### src/rtl/rr_arb4_pkg.sv
// Shared types and sizes for the 4-way round-robin arbiter.
package rr_arb4_pkg;

    localparam int unsigned NUM_REQ = 4;
    localparam int unsigned SEL_W   = 2;

    // IDLE: no word held; BUSY: out_data holds an undelivered word.
    typedef enum logic [0:0] {
        IDLE = 1'b0,
        BUSY = 1'b1
    } state_e;

endpackage

### src/rtl/mux4.sv
// Four-input word multiplexer.
module mux4 #(
    parameter int unsigned WIDTH = 32
) (
    input  logic [WIDTH-1:0] d0,
    input  logic [WIDTH-1:0] d1,
    input  logic [WIDTH-1:0] d2,
    input  logic [WIDTH-1:0] d3,
    input  logic [1:0]       sel,
    output logic [WIDTH-1:0] y
);

    // Select one of the four inputs.
    always_comb begin
        y = d0;
        unique case (sel)
            2'd0: y = d0;
            2'd1: y = d1;
            2'd2: y = d2;
            2'd3: y = d3;
        endcase
    end

endmodule

### src/rtl/rr_arb4.sv
// Four-requester round-robin arbiter with a single registered output slot.
module rr_arb4
    import rr_arb4_pkg::*;
#(
    parameter int unsigned WIDTH = 32
) (
    input  logic               clk,
    input  logic               rst,
    input  logic [NUM_REQ-1:0] req_valid,
    input  logic [WIDTH-1:0]   req_data0,
    input  logic [WIDTH-1:0]   req_data1,
    input  logic [WIDTH-1:0]   req_data2,
    input  logic [WIDTH-1:0]   req_data3,
    output logic [NUM_REQ-1:0] req_ready,
    output logic               out_valid,
    output logic [WIDTH-1:0]   out_data,
    output logic [SEL_W-1:0]   out_sel,
    input  logic               out_ready
);

    state_e             state_q, state_d;
    logic [SEL_W-1:0]   ptr_q, ptr_d;
    logic [SEL_W-1:0]   sel_q, sel_d;
    logic [WIDTH-1:0]   data_q, data_d;

    logic [SEL_W-1:0]   winner;
    logic [SEL_W-1:0]   idx;
    logic               found;
    logic               accept;
    logic [WIDTH-1:0]   mux_out;

    // Scan requesters starting just after the last winner, wrapping modulo 4.
    always_comb begin
        winner = ptr_q;
        idx    = ptr_q;
        found  = 1'b0;
        for (int unsigned k = 1; k <= NUM_REQ; k++) begin
            idx = ptr_q + SEL_W'(k);
            if (!found && req_valid[idx]) begin
                winner = idx;
                found  = 1'b1;
            end
        end
    end

    // The slot can take a word when empty or being emptied this cycle.
    always_comb begin
        accept = ((state_q == IDLE) || out_ready) && found;
        // Reset wins over any grant, so nothing is acknowledged while rst is high.
        req_ready = (accept && !rst) ? (NUM_REQ'(1) << winner) : '0;
    end

    mux4 #(
        .WIDTH (WIDTH)
    ) u_mux4 (
        .d0  (req_data0),
        .d1  (req_data1),
        .d2  (req_data2),
        .d3  (req_data3),
        .sel (winner),
        .y   (mux_out)
    );

    // Next-state: load a new winner, drain to idle, or hold.
    always_comb begin
        state_d = state_q;
        ptr_d   = ptr_q;
        sel_d   = sel_q;
        data_d  = data_q;
        if (accept) begin
            state_d = BUSY;
            ptr_d   = winner;
            sel_d   = winner;
            data_d  = mux_out;
        end else if ((state_q == BUSY) && out_ready) begin
            state_d = IDLE;
        end
    end

    // State registers; ptr resets to 3 so requester 0 is scanned first.
    always_ff @(posedge clk) begin
        if (rst) begin
            state_q <= IDLE;
            ptr_q   <= SEL_W'(NUM_REQ - 1);
            sel_q   <= '0;
            data_q  <= '0;
        end else begin
            state_q <= state_d;
            ptr_q   <= ptr_d;
            sel_q   <= sel_d;
            data_q  <= data_d;
        end
    end

    // Registered outputs.
    always_comb begin
        out_valid = (state_q == BUSY);
        out_data  = data_q;
        out_sel   = sel_q;
    end

endmodule
### config.mk
export PLATFORM = sky130hd
export DESIGN_NAME = rr_arb4
export DESIGN_NICKNAME = d
export VERILOG_FILES = /design/src/rtl/rr_arb4_pkg.sv /design/src/rtl/mux4.sv /design/src/rtl/rr_arb4.sv
export SDC_FILE = /design/constraint.sdc
export NUM_CORES = 1
export LEC_CHECK = 0
export CAP_MARGIN = 25
export CELL_PAD_IN_SITES_DETAIL_PLACEMENT = 0
export CELL_PAD_IN_SITES_GLOBAL_PLACEMENT = 1
export CORE_MARGIN = 4
export CORE_UTILIZATION = 25
export CTS_BUF_LIST = sky130_fd_sc_hd__clkbuf_2 sky130_fd_sc_hd__clkbuf_4 sky130_fd_sc_hd__clkbuf_8
export CTS_CLUSTER_SIZE = 12
export DETAILED_ROUTE_END_ITERATION = 10
export PLACE_DENSITY = 0.95
export SLEW_MARGIN = 5
export SYNTH_ARGS = -nofsm -noshare
export SYNTH_HDL_FRONTEND = slang
export SYNTH_HIERARCHICAL = 1
export SYNTH_SLANG_ARGS = --single-unit
### constraint.sdc
create_clock -name clk -period 2.65 [get_ports clk]
set_input_delay 0.53 -clock clk [delete_from_list [all_inputs] [get_ports clk]]
set_output_delay 0.53 -clock clk [all_outputs]
set_load 0.01 [all_outputs]
; ---- Yosys cells after proc, flatten, opt, wreduce, memory -nomap -nowiden
; Index checks and enable logic that the tools add are counted.
[totals]
regBits = 37
input_bits = 135
output_inout_bits = 39
wordCells = 49
[op_classes]
addsub = 3
magnitude_cmp = 4
n_eq_ne = 3
shift = 1
mux = 20
bitwise = 1
reduce_logical = 13
[op_table]
columns = op, count
row1 = 32-bit one-hot mux with 4 select lines, 1
row2 = 2-bit by 3-bit less-than comparator with 1-bit output (second input constant), 4
row3 = 1-bit two-way mux, 10
row4 = 1-bit binary-select mux with 2-bit select, 4
row5 = 2-bit two-way mux, 4
row6 = 1-bit logical AND, 6
row7 = 2-bit adder (second input constant), 2
row8 = 2-bit == test (second input constant), 2
row9 = 1-bit zero test, 4
row10 = 4-bit two-way mux, 1
row11 = 1-bit by 2-bit left shift with 4-bit output (first input constant), 1
row12 = 2-bit by 1-bit adder with 2-bit output (second input constant), 1
row13 = 2-bit by 1-bit == test with 1-bit output (second input constant), 1
row14 = 2-bit zero test, 1
row15 = 2-bit nonzero test, 1
row16 = 1-bit logical OR, 1
row17 = 1-bit NOT, 1

; ---- Logic depth before layout (Yosys ltp)
[logic_depth]
depth_word = 16
mapped_depth = 9
mapped_depth_nobuf = 7

; ---- Modules after synthesis
; The synthesis kept the hierarchy.
[modules_own_cells]
columns = mod, n_inst, cells_each, area_each_um2, seq_area_each_um2
row1 = rr_arb4, 1, 181, 1503.9, 740.7
row2 = mux4, 1, 39, 814.5, 0.0

; ---- Worst setup path after synthesis
; Ideal clock, no wire load.
[synth_timing]
path_kind = input to register
start = input req_valid[0]
end = register data_q[14] (netlist: out_data[14])
setup_ps = 136
t_arrival_ps = 1876
required_ps = 2514
path_slack_ps = 638
stages = 9
n_path_buf = 2
path_cell_list = nand2b_1 a21oi_2 nor3_4 inv_2 buf_6 buf_12 mux4_2 nand2_1 a21oi_2
[synth_via]
elab_chain_cells = 14
word_cells_on_any_way = 28
classes_between = eq/ne (3) / mux (17) / reduce/logical (8)
[synth_rtl]
columns = item, line_no
row1 = "start, declared", rr_arb4.sv:9  ; input logic [NUM_REQ-1:0] req_valid,
row2 = 1-bit binary-select mux with 2-bit select, rr_arb4.sv:39  ; if (!found && req_valid[idx]) begin
row3 = 1-bit two-way mux (implied by the code), rr_arb4.sv:39
row4 = 1-bit two-way mux, rr_arb4.sv:39
row5 = 1-bit zero test, rr_arb4.sv:39
row6 = 1-bit logical AND, rr_arb4.sv:39
row7 = 1-bit two-way mux, rr_arb4.sv:39
row8 = 1-bit zero test, rr_arb4.sv:39
row9 = 1-bit logical AND, rr_arb4.sv:39
row10 = 1-bit two-way mux, rr_arb4.sv:39
row11 = 1-bit zero test, rr_arb4.sv:39
row12 = 1-bit logical AND, rr_arb4.sv:39
row13 = 2-bit two-way mux (*), rr_arb4.sv:39
row14 = via winner[0], rr_arb4.sv:26  ; logic [SEL_W-1:0] winner;
row15 = 2-bit == test (tied with other cells), mux4.sv:16  ; unique case (sel)
row16 = 32-bit one-hot mux with 4 select lines (*), mux4.sv:16
row17 = via mux_out[14], rr_arb4.sv:30  ; logic [WIDTH-1:0] mux_out;
row18 = "end signal, assigned", rr_arb4.sv:91  ; data_q <= data_d;
row19 = "end, declared", rr_arb4.sv:24  ; logic [WIDTH-1:0] data_q, data_d;
; Mark *: on every way through the listed nets, which the timed path passes. The rest lies on a longest branch. The select of a mux whose other input is x is not followed.
; A chain may end at the register's enable or synchronous reset.

; ---- Worst setup path after layout
[layout_timing]
start = input req_valid[2]
end = output req_ready[1]
[layout_via]
word_cells_on_any_way = 26
classes_between = shift (1) / mux (17) / reduce/logical (8)
[layout_lines]
columns = item, line_no
row1 = 1-bit binary-select mux with 2-bit select, rr_arb4.sv:39
row2 = 1-bit two-way mux (implied by the code), rr_arb4.sv:39
row3 = 1-bit two-way mux, rr_arb4.sv:39
row4 = 1-bit zero test, rr_arb4.sv:39
row5 = 1-bit logical AND, rr_arb4.sv:39
row6 = 1-bit two-way mux, rr_arb4.sv:39
row7 = 1-bit zero test, rr_arb4.sv:39
row8 = 1-bit logical AND, rr_arb4.sv:39
row9 = 1-bit two-way mux, rr_arb4.sv:39
row10 = 1-bit zero test, rr_arb4.sv:39
row11 = 1-bit logical AND, rr_arb4.sv:39
row12 = 2-bit two-way mux (*), rr_arb4.sv:39
row13 = via winner[1], rr_arb4.sv:26
row14 = 1-bit by 2-bit left shift with 4-bit output (*), rr_arb4.sv:50  ; req_ready = (accept && !rst) ? (NUM_REQ'(1) << winner) : '0;
row15 = 4-bit two-way mux (*), rr_arb4.sv:50
row16 = "end, declared", rr_arb4.sv:14  ; output logic [NUM_REQ-1:0] req_ready,
; Marked as above.

==> impl_metrics.env <==
export IMPL_syn_num_nets=355
export IMPL_post_dp_hpwl_mm=6.887
export IMPL_hold_worst_slack_ns=0.4566
export IMPL_synth_adder_area_share=0
export IMPL_io_buffers=173
export IMPL_synth_top_family_by_area="multiplexers"
export IMPL_stdcell_area_um2=4180
export IMPL_via_per_inst=4.817
export IMPL_vias=2423
export IMPL_synthCells=220
export IMPL_grt_pass1_vias=2702
export IMPL_use_met3=0.05649
export IMPL_timing_fmax_mhz=386.7
export IMPL_synthArstFlopShare=0
export IMPL_dr_pass1_iters=4
export IMPL_yosys_top_cells_area="dfxtp_1 (32%), mux4_2 (29%), nand2_1 (9.7%)"
export IMPL_cp_start_kind="input port"
export IMPL_ios=174
export IMPL_dieWidth_um=104.3
export IMPL_fin_skew_ns=0.005203
export IMPL_min_delay_start="out_data[12]"
export IMPL_cts_tree="yes"
export IMPL_clock_latency_ns=0.29
export IMPL_final_core_utilization=0.4702
export IMPL_peakVddDrop_mv=0.2775
export IMPL_slew_limit_headroom=0.3889
export IMPL_grt_pass1_wl_mm=13.46
export IMPL_root_buffer="clkbuf_8"
export IMPL_worst_setup_path_type="in -> out"
export IMPL_whs_endpoint="out_data[12]"
export IMPL_cpLargestDelayFamily="buffers and inverters"
export IMPL_hold_viol=0
export IMPL_die_area_um2=10880
export IMPL_cts_sinks=37
export IMPL_p_per_area_nw_per_um2=464.9
export IMPL_rrSetupSlack_ns=0.49
export IMPL_drt_iter0_drc=68
export IMPL_crit_arrival_ns=2.06
export IMPL_dpl_cell_area_um2=4104
export IMPL_clockBufferDepth=2
export IMPL_rr_endpoint="out_data[29]"
export IMPL_synth_ff_type="dfxtp_1"
export IMPL_area_delta_synth_final_pct=80.30
export IMPL_finalPower_mw=1.944
export IMPL_synth_area_um2=2318
export IMPL_worst_slack_ns=0.06399
export IMPL_ff_latch_area_um2=740.7
export IMPL_synth_xor_xnor_area_share=0
export IMPL_finalCriticalPeriod_ns=2.586
export IMPL_synth_common_cells="nand2_1 (60), dfxtp_1 (37), a21oi_1 (30), mux4_2 (30)"
export IMPL_setup_tns_ns=0
export IMPL_met1_usage=0.1508
export IMPL_setup_viol_count_final=0
export IMPL_track_usage=0.1543
export IMPL_p_leak_nw=1.551
export IMPL_ant_nets=0
export IMPL_n_fill_cell=848
export IMPL_synth_edf_count=0
export IMPL_start_util=0.2608
export IMPL_dp_cells=495
export IMPL_multiInputGateArea_um2=1398
export IMPL_crit_path_end_kind="output port"
export IMPL_worst_path_largest_cell_delay_ns=0.52
export IMPL_num_rows=34
export IMPL_routabilityCongestion=0.7291
export IMPL_core_area_um2=8891
export IMPL_ff2ff_path_depth=8
export IMPL_cts_buffers=5
export IMPL_required_ns=2.12
export IMPL_cp_cell_sequence="clkdlybuf4s50_1 > nor3_1 > a31o_2 > or2_4 > inv_1 > nor4_1 > dlygate4sd2_1"
export IMPL_rsz0062_at_grt="no"
export IMPL_synth_top_cell_area_share=0.3195
export IMPL_grt_use_met2=0.2998
export IMPL_finalCritPeriodShare=0.9759
export IMPL_maxCapViolCount=0
export IMPL_die_h_um=104.3
export IMPL_final_cell_count_no_fill=503
export IMPL_grt_max_degree=36
export IMPL_ys_seq_elements=37
export IMPL_htree_levels=2
export IMPL_yosysMostFrequentCell="nand2_1"
export IMPL_fin_nets=529
export IMPL_drt_total_wl_mm=8.356
export IMPL_diodes=0
export IMPL_status="finished clean"
export IMPL_tightest_slew_ns=0.9156
export IMPL_grt_ovfl_total=0
export IMPL_synth_warnings=6
export IMPL_ys_types=30
export IMPL_r2r_start="ptr_q[1]"
export IMPL_antenna_found_initial=0
export IMPL_drive_above_1_share=0.1873
export IMPL_synth_compound_area_share=0.1052
export IMPL_yosys_mux_area_fraction=0.3141
export IMPL_synthSimpleGateAreaFrac=0.1829
export IMPL_clk_pin_slew_ns=0.08
export IMPL_syn_avg_cell_area_um2=10.54
export IMPL_drc=0
export IMPL_hold_class="reg -> reg"
export IMPL_seq_area_frac_synth=0.3195
export IMPL_worstHoldPathCells=2
export IMPL_grt_busiest_layer="met2"
export IMPL_crit_fanout=5
export IMPL_cp_slowest_cell="clkdlybuf4s50_1"
export IMPL_place_ws_ns=-0.3954
export IMPL_yosysTopAreaCell="dfxtp_1"
export IMPL_drv_slew=0
export IMPL_wl_per_cell_um=16.61
export IMPL_cp_num_buf_inv=3
placed cells by master (no fill, tap or decap), drive strengths merged:
| cell type | n |
|---|---|
| clkdlybuf4s50 | 165 |
| nand2 | 65 |
| dfxtp | 37 |
| a21oi | 36 |
| mux4 | 32 |
| buf | 15 |
| nor4 | 6 |
| clkbuf | 5 |
| dlygate4sd2 | 5 |
| o21ai | 5 |
| nand2b | 4 |
| inv | 4 |
| nor2 | 4 |
| clkinvlp | 3 |
| or2 | 2 |
| nor2b | 2 |
| nor3 | 2 |
| and3b | 1 |
| a21boi | 1 |
| a31o | 1 |
sequential cells by signal, indices dropped and copies added (netlist names):
register / cells
out_sel: 2
out_data: 32
ptr_q: 2
out_valid: 1
layout make-up:
type | count | share of cell area
clock inverter | 3 | 0.005388
sequential | 37 | 0.1772
multi-input combinational | 161 | 0.3343
clock buffer | 5 | 0.01646
inverter | 4 | 0.003592
timing repair buffer | 185 | 0.4307
tap | 108 | 0.03233
timing repair:
item                                    4_1_cts  5_1_grt
gates resized for setup                      12        2
hold buffers                                  0        0
endpoints found under the setup margin        4        2
endpoints found under the hold margin         0        0
pin swaps                                     1        0
buffers inserted                              0        0
power breakdown:
part	total (mW)	switching, mW	internal [mW]	leakage, nW
Clock	0.405	0.220	0.185	0.0364
Combinational	0.868	0.330	0.538	1.21
Sequential	0.671	0.0412	0.630	0.307
Total	1.94	0.591	1.35	1.55
cells by family (layout without fill, tap and decap cells):
group | Yosys count | count (layout)
flops | 37 | 37
compound gates | 43 | 43
mux | 32 | 32
simple gates | 86 | 86
buf+inv | 22 | 197
worst max path at each step:
stage                             from           end  cells past startpoint
after floorplan           req_valid[0]  out_data[14]                      9
after global placement    req_valid[0]  req_ready[0]                      6
after detailed placement  req_valid[3]  req_ready[3]                      6
after CTS                 req_valid[2]  req_ready[3]                      6
after global routing      req_valid[2]  req_ready[0]                      7
final                     req_valid[2]  req_ready[1]                      7
worst min-delay path, delay by kind of cell, from the launching register on:
family | cells | cell delay [ns]
and+or+nand+nor | 1 | 0.05
AOI/OAI and AO/OA | 1 | 0.05
DFF | 1 | 0.31
routing by layer:
metal | vias up | share of wire | wire, µm
met4 | 0 | 0.016 | 130
met3 | 12 | 0.085 | 714
met5 | - | 0 | 0
met1 | 1165 | 0.34 | 2870
li1 | 1147 | - | -
met2 | 99 | 0.56 | 4641
(Power assumes the default switching activity.)
